`config.mk`:
```
export PLATFORM = sky130hd
export DESIGN_NAME = noc_rr_hub
export DESIGN_NICKNAME = d
export VERILOG_FILES = /design/src/rtl/noc_pkg.sv /design/src/rtl/noc_rr_arbiter.sv /design/src/rtl/noc_rr_hub.sv
export SDC_FILE = /design/constraint.sdc
export NUM_CORES = 1
export LEC_CHECK = 0
export BUFFER_PORTS_ARGS = -buffer_cell sky130_fd_sc_hd__buf_2
export CAP_MARGIN = 15
export CORE_MARGIN = 1.5
export CORE_UTILIZATION = 55
export DETAILED_ROUTE_END_ITERATION = 8
export PLACE_DENSITY = 0.81
export SYNTH_ARGS = -nofsm -noshare
export SYNTH_HDL_FRONTEND = slang
export SYNTH_SLANG_ARGS = --single-unit
```
`constraint.sdc`:
```
create_clock -name clk -period 7.6 [get_ports clk]
set_input_delay 2.28 -clock clk [delete_from_list [all_inputs] [get_ports clk]]
set_output_delay 2.28 -clock clk [all_outputs]
set_load 0.01 [all_outputs]
```
`src/rtl/noc_pkg.sv`:
```
// Shared sizes and types for the round-robin NoC aggregation hub.
package noc_pkg;
   localparam int CPU_NB_DEF = 4;
   localparam int DATA_W_DEF = 64;
   localparam int SRC_W_DEF  = $clog2(CPU_NB_DEF);
   localparam int CNT_W      = 32;

   typedef struct packed {
      logic [SRC_W_DEF-1:0]  src;
      logic [DATA_W_DEF-1:0] data;
   } noc_entry_t;
endpackage

```
`src/rtl/noc_rr_arbiter.sv`:
```
// Round-robin arbiter: grants the first requester at or after the pointer,
// pointer moves past the winner only when the hub reports an actual transfer.
module noc_rr_arbiter
   import noc_pkg::*;
#(
   parameter int N = 4
) (
   input  logic                 clk,
   input  logic                 rst_n,
   input  logic [N-1:0]         req,
   input  logic                 advance,
   input  logic [$clog2(N)-1:0] adv_idx,
   output logic [N-1:0]         grant,
   output logic [$clog2(N)-1:0] grant_idx
);
   localparam int IW = $clog2(N);

   logic [IW-1:0] ptr_q, ptr_d;
   logic [IW-1:0] scan_idx;
   logic          found;

   always_comb begin
      grant     = '0;
      grant_idx = '0;
      found     = 1'b0;
      scan_idx  = ptr_q;
      for (int k = 0; k < N; k++) begin
         if (!found && req[scan_idx]) begin
            found           = 1'b1;
            grant[scan_idx] = 1'b1;
            grant_idx       = scan_idx;
         end
         scan_idx = (scan_idx == IW'(N-1)) ? '0 : scan_idx + 1'b1;
      end
   end

   // Pointer holds whenever nothing transfers, including a grant blocked by a full FIFO.
   always_comb begin
      ptr_d = ptr_q;
      if (advance)
         ptr_d = (adv_idx == IW'(N-1)) ? '0 : adv_idx + 1'b1;
   end

   always_ff @(posedge clk) begin
      if (!rst_n) ptr_q <= '0;
      else        ptr_q <= ptr_d;
   end
endmodule

```
`src/rtl/noc_rr_hub.sv`:
```
// NoC hub: round-robin accepts one CPU word per cycle into a small FIFO tagged
// with its source index, drains it through one output port, counts per-CPU accepts.
module noc_rr_hub
   import noc_pkg::*;
#(
   parameter int CPU_NB     = 4,
   parameter int DATA_W     = 64,
   parameter int FIFO_DEPTH = 4
) (
   input  logic                      clk,
   input  logic                      rst_n,
   input  logic                      data_vld   [CPU_NB],
   input  logic [DATA_W-1:0]         data       [CPU_NB],
   output logic                      data_rdy   [CPU_NB],
   output logic                      out_vld,
   input  logic                      out_rdy,
   output logic [DATA_W-1:0]         out_data,
   output logic [$clog2(CPU_NB)-1:0] out_src,
   output logic [CNT_W-1:0]          accept_cnt [CPU_NB]
);
   localparam int SW = $clog2(CPU_NB);
   localparam int AW = $clog2(FIFO_DEPTH);

   // A word moves on either side only when valid and ready are both high at the
   // rising edge; ready may depend on valid, valid must never depend on ready.

   logic [CPU_NB-1:0] req;
   logic [CPU_NB-1:0] grant;
   logic [SW-1:0]     grant_idx;
   logic              full, empty, push, pop;

   logic [DATA_W-1:0] mem_data_q [FIFO_DEPTH];
   logic [SW-1:0]     mem_src_q  [FIFO_DEPTH];
   logic [AW-1:0]     wr_q, wr_d, rd_q, rd_d;
   logic [AW:0]       cnt_q, cnt_d;
   logic [CNT_W-1:0]  acc_q [CPU_NB];

   always_comb begin
      for (int i = 0; i < CPU_NB; i++) req[i] = data_vld[i];
   end

   noc_rr_arbiter #(.N(CPU_NB)) u_arb (
      .clk       (clk),
      .rst_n     (rst_n),
      .req       (req),
      .advance   (push),
      .adv_idx   (grant_idx),
      .grant     (grant),
      .grant_idx (grant_idx)
   );

   assign full  = (cnt_q == (AW+1)'(FIFO_DEPTH));
   assign empty = (cnt_q == '0);
   assign push  = (|grant) && !full && rst_n;
   assign pop   = !empty && out_rdy;

   always_comb begin
      for (int i = 0; i < CPU_NB; i++) data_rdy[i] = grant[i] && !full && rst_n;
   end

   always_comb begin
      wr_d  = push ? wr_q + 1'b1 : wr_q;
      rd_d  = pop  ? rd_q + 1'b1 : rd_q;
      cnt_d = cnt_q;
      if (push && !pop)      cnt_d = cnt_q + 1'b1;
      else if (!push && pop) cnt_d = cnt_q - 1'b1;
   end

   always_ff @(posedge clk) begin
      if (!rst_n) begin
         wr_q  <= '0;
         rd_q  <= '0;
         cnt_q <= '0;
         for (int i = 0; i < CPU_NB; i++) acc_q[i] <= '0;
      end else begin
         wr_q  <= wr_d;
         rd_q  <= rd_d;
         cnt_q <= cnt_d;
         if (push) acc_q[grant_idx] <= acc_q[grant_idx] + 1'b1;
      end
   end

   // Storage needs no reset: the occupancy count alone decides what is valid.
   always_ff @(posedge clk) begin
      if (push) begin
         mem_data_q[wr_q] <= data[grant_idx];
         mem_src_q[wr_q]  <= grant_idx;
      end
   end

   assign out_vld  = !empty;
   assign out_data = empty ? '0 : mem_data_q[rd_q];
   assign out_src  = empty ? '0 : mem_src_q[rd_q];

   always_comb begin
      for (int i = 0; i < CPU_NB; i++) accept_cnt[i] = acc_q[i];
   end
endmodule

```
==> results of run 1 <==
-- layer usage --
layer / GRT usage / vias to the layer above / wire length, µm
met1: 0.338 / 7185 / 19400
li1: - / 6757 / -
met4: 0.108 / 0 / 1930
met5: 0 / - / 0
met3: 0.0648 / 114 / 5120
met2: 0.494 / 762 / 27300
-- kinds of logic (layout without fill, tap and decap cells) --
group,count (synthesis),after routing,synth area share
and+or+nand+nor,680,680,0.166
DFF,403,403,0.604
AOI/OAI and AO/OA,203,203,0.0679
muxes,141,141,0.115
buffers and inverters,134,582,0.0305
xor gates and xnor gates,18,18,0.00794
adders and majority gates,13,13,0.00857
other,0,3,0
-- cells in the mapped netlist (all sizes together), types with 22 or more instances --
| library cell | instances |
|---|---|
| a31oi | 70 |
| o21ai | 22 |
| and2 | 81 |
| mux2i | 55 |
| a21oi | 56 |
| and3 | 76 |
| clkbuf | 68 |
| inv | 22 |
| nand3 | 25 |
| mux4 | 67 |
| buf | 43 |
| nand2 | 339 |
| nor2 | 88 |
| edfxtp | 392 |
-- where the power goes --
| part | switching, W | leakage, nW | internal, W | total (W) |
|---|---|---|---|---|
| registers | 0.000359 | 3.83 | 0.00393 | 0.00428 |
| logic | 0.00442 | 4.97 | 0.00224 | 0.00666 |
| clock network | 0.000809 | 0.653 | 0.00115 | 0.00196 |
-- sequential cells by signal (all words and copies together) (netlist names), named ones only --
| name | count |
|---|---|
| mem_src_q | 8 |
| rd_q | 2 |
| wr_q | 2 |
| mem_data_q | 256 |
| acc_q | 128 |
| cnt_q | 3 |
| u_arb.ptr_q | 2 |
-- worst max-delay path, cell delays in order --
cell and delay, ns:
buf_2 0.18, mux4_2 0.61, clkinv_1 0.11, o21ai_0 0.13, nor2_1 0.35, a221o_1 0.24, nor2b_1 0.20, buf_2 0.17
-- final timing paths --
| path | start | endpoint |
|---|---|---|
| worst min-delay path | cnt_q[2]$_SDFFE_PN0P_ | cnt_q[2]$_SDFFE_PN0P_ |
| worst max register to register | u_arb.ptr_q[0]$_SDFFE_PN0P_ | acc_q[1][27]$_SDFFCE_PN0P_ |
| worst min register to register | cnt_q[2]$_SDFFE_PN0P_ | cnt_q[2]$_SDFFE_PN0P_ |
| worst max-delay path | data_vld[1] | data_rdy[0] |
-- per-stage QoR --
stage                     cell area [µm²]  setup WS [ns]  power [W]  cells  utilization
after detailed placement            22500          0.697     0.0109   2428        0.632
after CTS                           23800           1.09     0.0129   2501        0.669
after global routing                23800          0.917     0.0136   2504        0.669
after floorplan                     19900          0.543    0.00882   1592            -
final                               23800           1.05     0.0129   2504        0.669
after global placement              22500          0.864     0.0107   2428        0.632
-- cell type report --
class                   count  area (µm²)
flip-flops and latches    403       12000
clock inverters            26         238
multi-input cells        1055        7280
well taps                 461         577
fillers                  2591       11800
repair buffers            486        2530
clock buffers              47        1080
inverters                  23        96.3
diodes                      3        7.51
==> results by group, run 1 <==
Status
  – Status: complete, no violations

GRT
  – Largest net degree at the start of global routing: 95
  – Vias in the first global route: 14259
  – GR Overflow Total: 0
  – Total track usage: 0.281
  – Initial antenna violation count: 3
  – First-pass GRT wire length: 78600 µm

Finish
  – # nets final: 2285
  – Most common cell after layout, fill and taps aside: buf_2
  – Layout cells sized above 1: 0.328
  – Area Growth Syn to Fin: 19.9%
  – Most frequent cells in the layout: buf_2, edfxtp_1, nand2_1

Setup path
  – CP Launch Type: input pin
  – R2R Setup Slk: 1.64 ns
  – Crit path kind: input pin to output pin
  – Arr. time, crit path: 4.27 ns
  – Endpoint type of the worst setup path: output pin
  – R2R cell count: 12
  – Req. time, crit path: 5.32 ns
  – Worst-path fanout max: 13

Synthesis
  – Post-synthesis cell type count: 79
  – Largest area contributor in the netlist: edfxtp_1
  – Seq/Total Area, Yosys: 0.604
  – Top FF cell, synth: edfxtp_1
  – Synthesized cell area: 0.0199 mm²
  – Yosys reg bits: 403
  – Post-Syn Instances: 1592
  – EDFF count, synth: 392
  – Syn nets: 1868
  – Async set-reset flop share out of synthesis: 0
  – Yosys synthesis warning count: 0
  – Syn avg cell area: 12.5 µm²
  – Post-synth top area share: 0.593
  – Top cells by area, synth: edfxtp_1, mux4_2, nand2_1

STA
  – Minimum clock period: 6.55 ns
  – Slew Viols, Final: 0
  – Hold_ws: 0.519 ns
  – Slew of the pin with the lowest slew margin: 1.13 ns
  – Final Setup Violations: 0
  – Clock skew: 0.0192 ns
  – Final hold vios: 0
  – RSZ-0062 raised after global routing: false
  – FMAX: 0.153 GHz
  – Setup TNS: 0 ns
  – Slew headroom: 0.245
  – Final Cycle Share: 0.862

Detailed routing
  – Vias: 14818
  – 1st-pass router iterations: 5
  – Routed Antenna Nets: 0
  – Final WL: 53800 µm
  – Drt drc: 0
  – Avg WL per Cell: 21.5 µm
  – Iter 0 DRT Violations: 1319
  – Via/cell ratio: 5.92

Floorplanning
  – Cell row count: 69
  – Die Footprint: 0.0373 mm²
  – DIE WIDTH: 193 µm
  – Core area: 0.0356 mm²
  – Initial Util: 0.558
  – Die height: 193 µm
  – IO Count: 462

Clock network
  – CTS Buffer Depth: 3
  – Clk sinks: 403
  – CTS tree: done
  – Clock slew at reported path FFs: 0.06 ns
  – H-tree depth: 2
  – Post-CTS sizing: 0
  – Worst-skew pair later-pin latency: 0.54 ns
  – Setup bufs post-CTS: 0
  – Root Buffer: clkbuf_16
  – Cts hold-fix bufs: 0
  – TritonCTS Buffers: 40

Min path
  – Worst hold path depth: 2
  – Hold WC Path Type: register to register

Flow run
  – Maximum Capacitance Violations: 0

Power and ir drop
  – Power Density: 542 mW/mm²
  – VDD IR max: 0.373 mV
  – Static leakage: 9.45 nW

Placement
  – HPWL after DPL: 36200 µm
  – PortBufs: 461
  – Final Wtd Congestion: 0.884
(Power assumes the default switching activity.)
==> run 2, diff against run 1 <==
Settings changed: PLACE_DENSITY 0.81 to 0.9.
==> results by group, run 2 (synthesis results as in run 1) <==
Power and ir drop
  – VDD IR max: 0.422 mV (+13%)
  – Sw Ratio: 0.436 (+0.00276)
  – Static leakage: 9.42 nW (-0.34%)
  – Cell-internal power: 0.00732 W (about the same)
  – Sw power: 0.00565 W (+1.1%)
  – Clk network pwr share: 0.153 (about the same)
  – Logic gate share of total power: 0.515 (about the same)
  – Reg power frac: 0.332 (about the same)
  – Power Density: 546 mW/mm² (+0.65%)

Min path
  – Hold WC Path Type: register to register
  – Worst hold path depth: 2 (unchanged)
  – HP Start: wr_q[0]$_SDFFE_PN0P_
  – Worst hold path endpoint: wr_q[0]$_SDFFE_PN0P_

Clock network
  – H-tree depth: 2 (unchanged)
  – CTS tree: done
  – Post-CTS sizing: 0 (unchanged)
  – Setup bufs post-CTS: 0 (unchanged)
  – Clock slew at reported path FFs: 0.06 ns (about the same)
  – CTS Buffer Depth: 3 (unchanged)
  – Root Buffer: clkbuf_16
  – Worst-skew pair later-pin latency: 0.52 ns (-0.02 ns)
  – Cts hold-fix bufs: 0 (unchanged)
  – Clk sinks: 403 (unchanged)
  – TritonCTS Buffers: 41 (+2.5%)

GRT
  – Largest net degree at the start of global routing: 101 (+6.3%)
  – GR Overflow Total: 0 (unchanged)
  – Total track usage: 0.283 (+0.00155)
  – Initial antenna violation count: 3 (unchanged)
  – Vias in the first global route: 14659 (+2.8%)
  – First-pass GRT wire length: 79000 µm (+0.47%)

Detailed routing
  – Final WL: 54900 µm (+2.1%)
  – Avg WL per Cell: 22.0 µm (+2.2%)
  – Iter 0 DRT Violations: 1243 (-5.8%)
  – Routed Antenna Nets: 0 (unchanged)
  – Via/cell ratio: 6.02 (+1.7%)
  – 1st-pass router iterations: 5 (unchanged)
  – Vias: 15062 (+1.6%)
  – Drt drc: 0 (unchanged)

STA
  – Slew headroom: 0.285 (+0.0402)
  – Final Setup Violations: 0 (unchanged)
  – Slew Viols, Final: 0 (unchanged)
  – FMAX: 0.153 GHz (+0.54%)
  – Minimum clock period: 6.52 ns (-0.0353 ns)
  – Slew of the pin with the lowest slew margin: 1.07 ns (-0.0603 ns)
  – Clock skew: 0.0131 ns (-0.00610 ns)
  – Setup TNS: 0 ns (unchanged)
  – RSZ-0062 raised after global routing: false
  – Hold_ws: 0.526 ns (+0.00704 ns)
  – Final Cycle Share: 0.858 (-0.00465)
  – Final hold vios: 0 (unchanged)
  – Final Worst Setup Slack: 1.08 ns (+0.0353 ns)

Finish
  – Most frequent cells in the layout: buf_2, edfxtp_1, nand2_1
  – Largest register FFs: 256 (unchanged)
  – Area Growth Syn to Fin: 19.7%
  – Post-route cell area: 0.0238 mm² (-0.20%)
  – Fill cells: 2525 (-2.5%)
  – Area of the multi-input gates: 0.00729 mm² (about the same)
  – Top flop regs: mem_data_q: 256 flops, acc_q: 128 flops, mem_src_q: 8 flops
  – Layout cells sized above 1: 0.325 (-0.00344)
  – # nets final: 2284 (-0.044%)
  – Top reg by flops: mem_data_q
  – Most common cell after layout, fill and taps aside: buf_2
  – Final core utilization: 0.668 (-0.00134)
  – Sequential cell area: 0.0120 mm² (about the same)

Setup path
  – Largest stage delay, worst path: 0.61 ns (about the same)
  – CP delay by family, top: multiplexers
  – Buf/Inv on CP: 3 (unchanged)
  – R2R cell count: 15 (+3)
  – Worst-path fanout max: 13 (unchanged)
  – R2R Setup Slk: 1.57 ns (-0.07 ns)
  – Crit path kind: input pin to output pin
  – Critical R2R Launch: u_arb.ptr_q[0]$_SDFFE_PN0P_
  – CP Cell Sequence: buf_2, mux4_2, clkinv_1, o21ai_0, nor2_1, and2_1, o311a_1, buf_2
  – Cell mode on critical path: buf_2
  – Endpoint type of the worst setup path: output pin
  – Arr. time, crit path: 4.24 ns (-0.03 ns)
  – CP Launch Type: input pin
  – Req. time, crit path: 5.32 ns (about the same)
  – FF-to-FF End: acc_q[3][28]$_DFFE_PP_
  – CP max-delay cell: mux4_2

Status
  – Status: complete, no violations

Placement
  – HPWL after DPL: 36600 µm (+1.2%)
  – Final Wtd Congestion: 0.897 (+1.4%)
  – PortBufs: 461 (unchanged)
  – Placed inst area: 0.0224 mm² (-0.20%)
  – Place WS: 0.690 ns (-0.00689 ns)

Floorplanning
  – Core area: 0.0356 mm² (unchanged)
  – DIE WIDTH: 193 µm (unchanged)
  – IO Count: 462 (unchanged)
  – Initial Util: 0.558 (unchanged)
  – Die Footprint: 0.0373 mm² (unchanged)
  – Cell row count: 69 (unchanged)
  – Die height: 193 µm (unchanged)

Flow run
  – Maximum Capacitance Violations: 0 (unchanged)
run 2: layout make-up:
type                    count  share of cell area
diodes                      4            0.000421
well taps                 461              0.0243
clock buffers              51              0.0456
clock inverters            21             0.00958
multi-input cells        1055               0.307
inverters                  23             0.00405
repair buffers            484               0.104
flip-flops and latches    403               0.505
run 2: power groups by stage:
stage | Clock (W) | Sequential [W] | Combinational [W]
final | 0.00198 | 0.00430 | 0.00668
after global routing | 0.00209 | 0.00436 | 0.00721
after CTS | 0.00200 | 0.00430 | 0.00664
after detailed placement | 0 | 0.00433 | 0.00660
after global placement | 0 | 0.00429 | 0.00634
after floorplan | 0 | 0.00430 | 0.00453
run 2: stage by stage:
step,instances,power [W]
2_1_floorplan,1592,0.00882
6_report,2502,0.0130
5_1_grt,2501,0.0137
4_1_cts,2498,0.0129
3_3_place_gp,2426,0.0106
3_5_place_dp,2426,0.0109
run 2: worst min-delay path, stage by stage, from the launching register on:
cell	delay, ns
dfxtp_1	0.35
nand2_1	0.06
o21ai_0	0.06
run 2: worst max-delay path by stage:
stage | from | to | cells after the start
final | data_vld[1] | data_rdy[2] | 8
after global routing | data_vld[1] | acc_q[3][28]$_DFFE_PP_ | 14
after CTS | data_vld[1] | data_rdy[2] | 8
after detailed placement | data_vld[1] | acc_q[3][28]$_DFFE_PP_ | 14
after global placement | data_vld[1] | acc_q[2][28]$_SDFFCE_PN0P_ | 14
after floorplan | data_vld[0] | acc_q[3][0]$_DFFE_PP_ | 14
run 2: metal layers:
metal,track usage,vias to the layer above,share of wire
met5,0,-,0
met2,0.502,881,0.50
li1,-,6754,-
met4,0.130,0,0.041
met3,0.0688,148,0.10
met1,0.324,7279,0.35
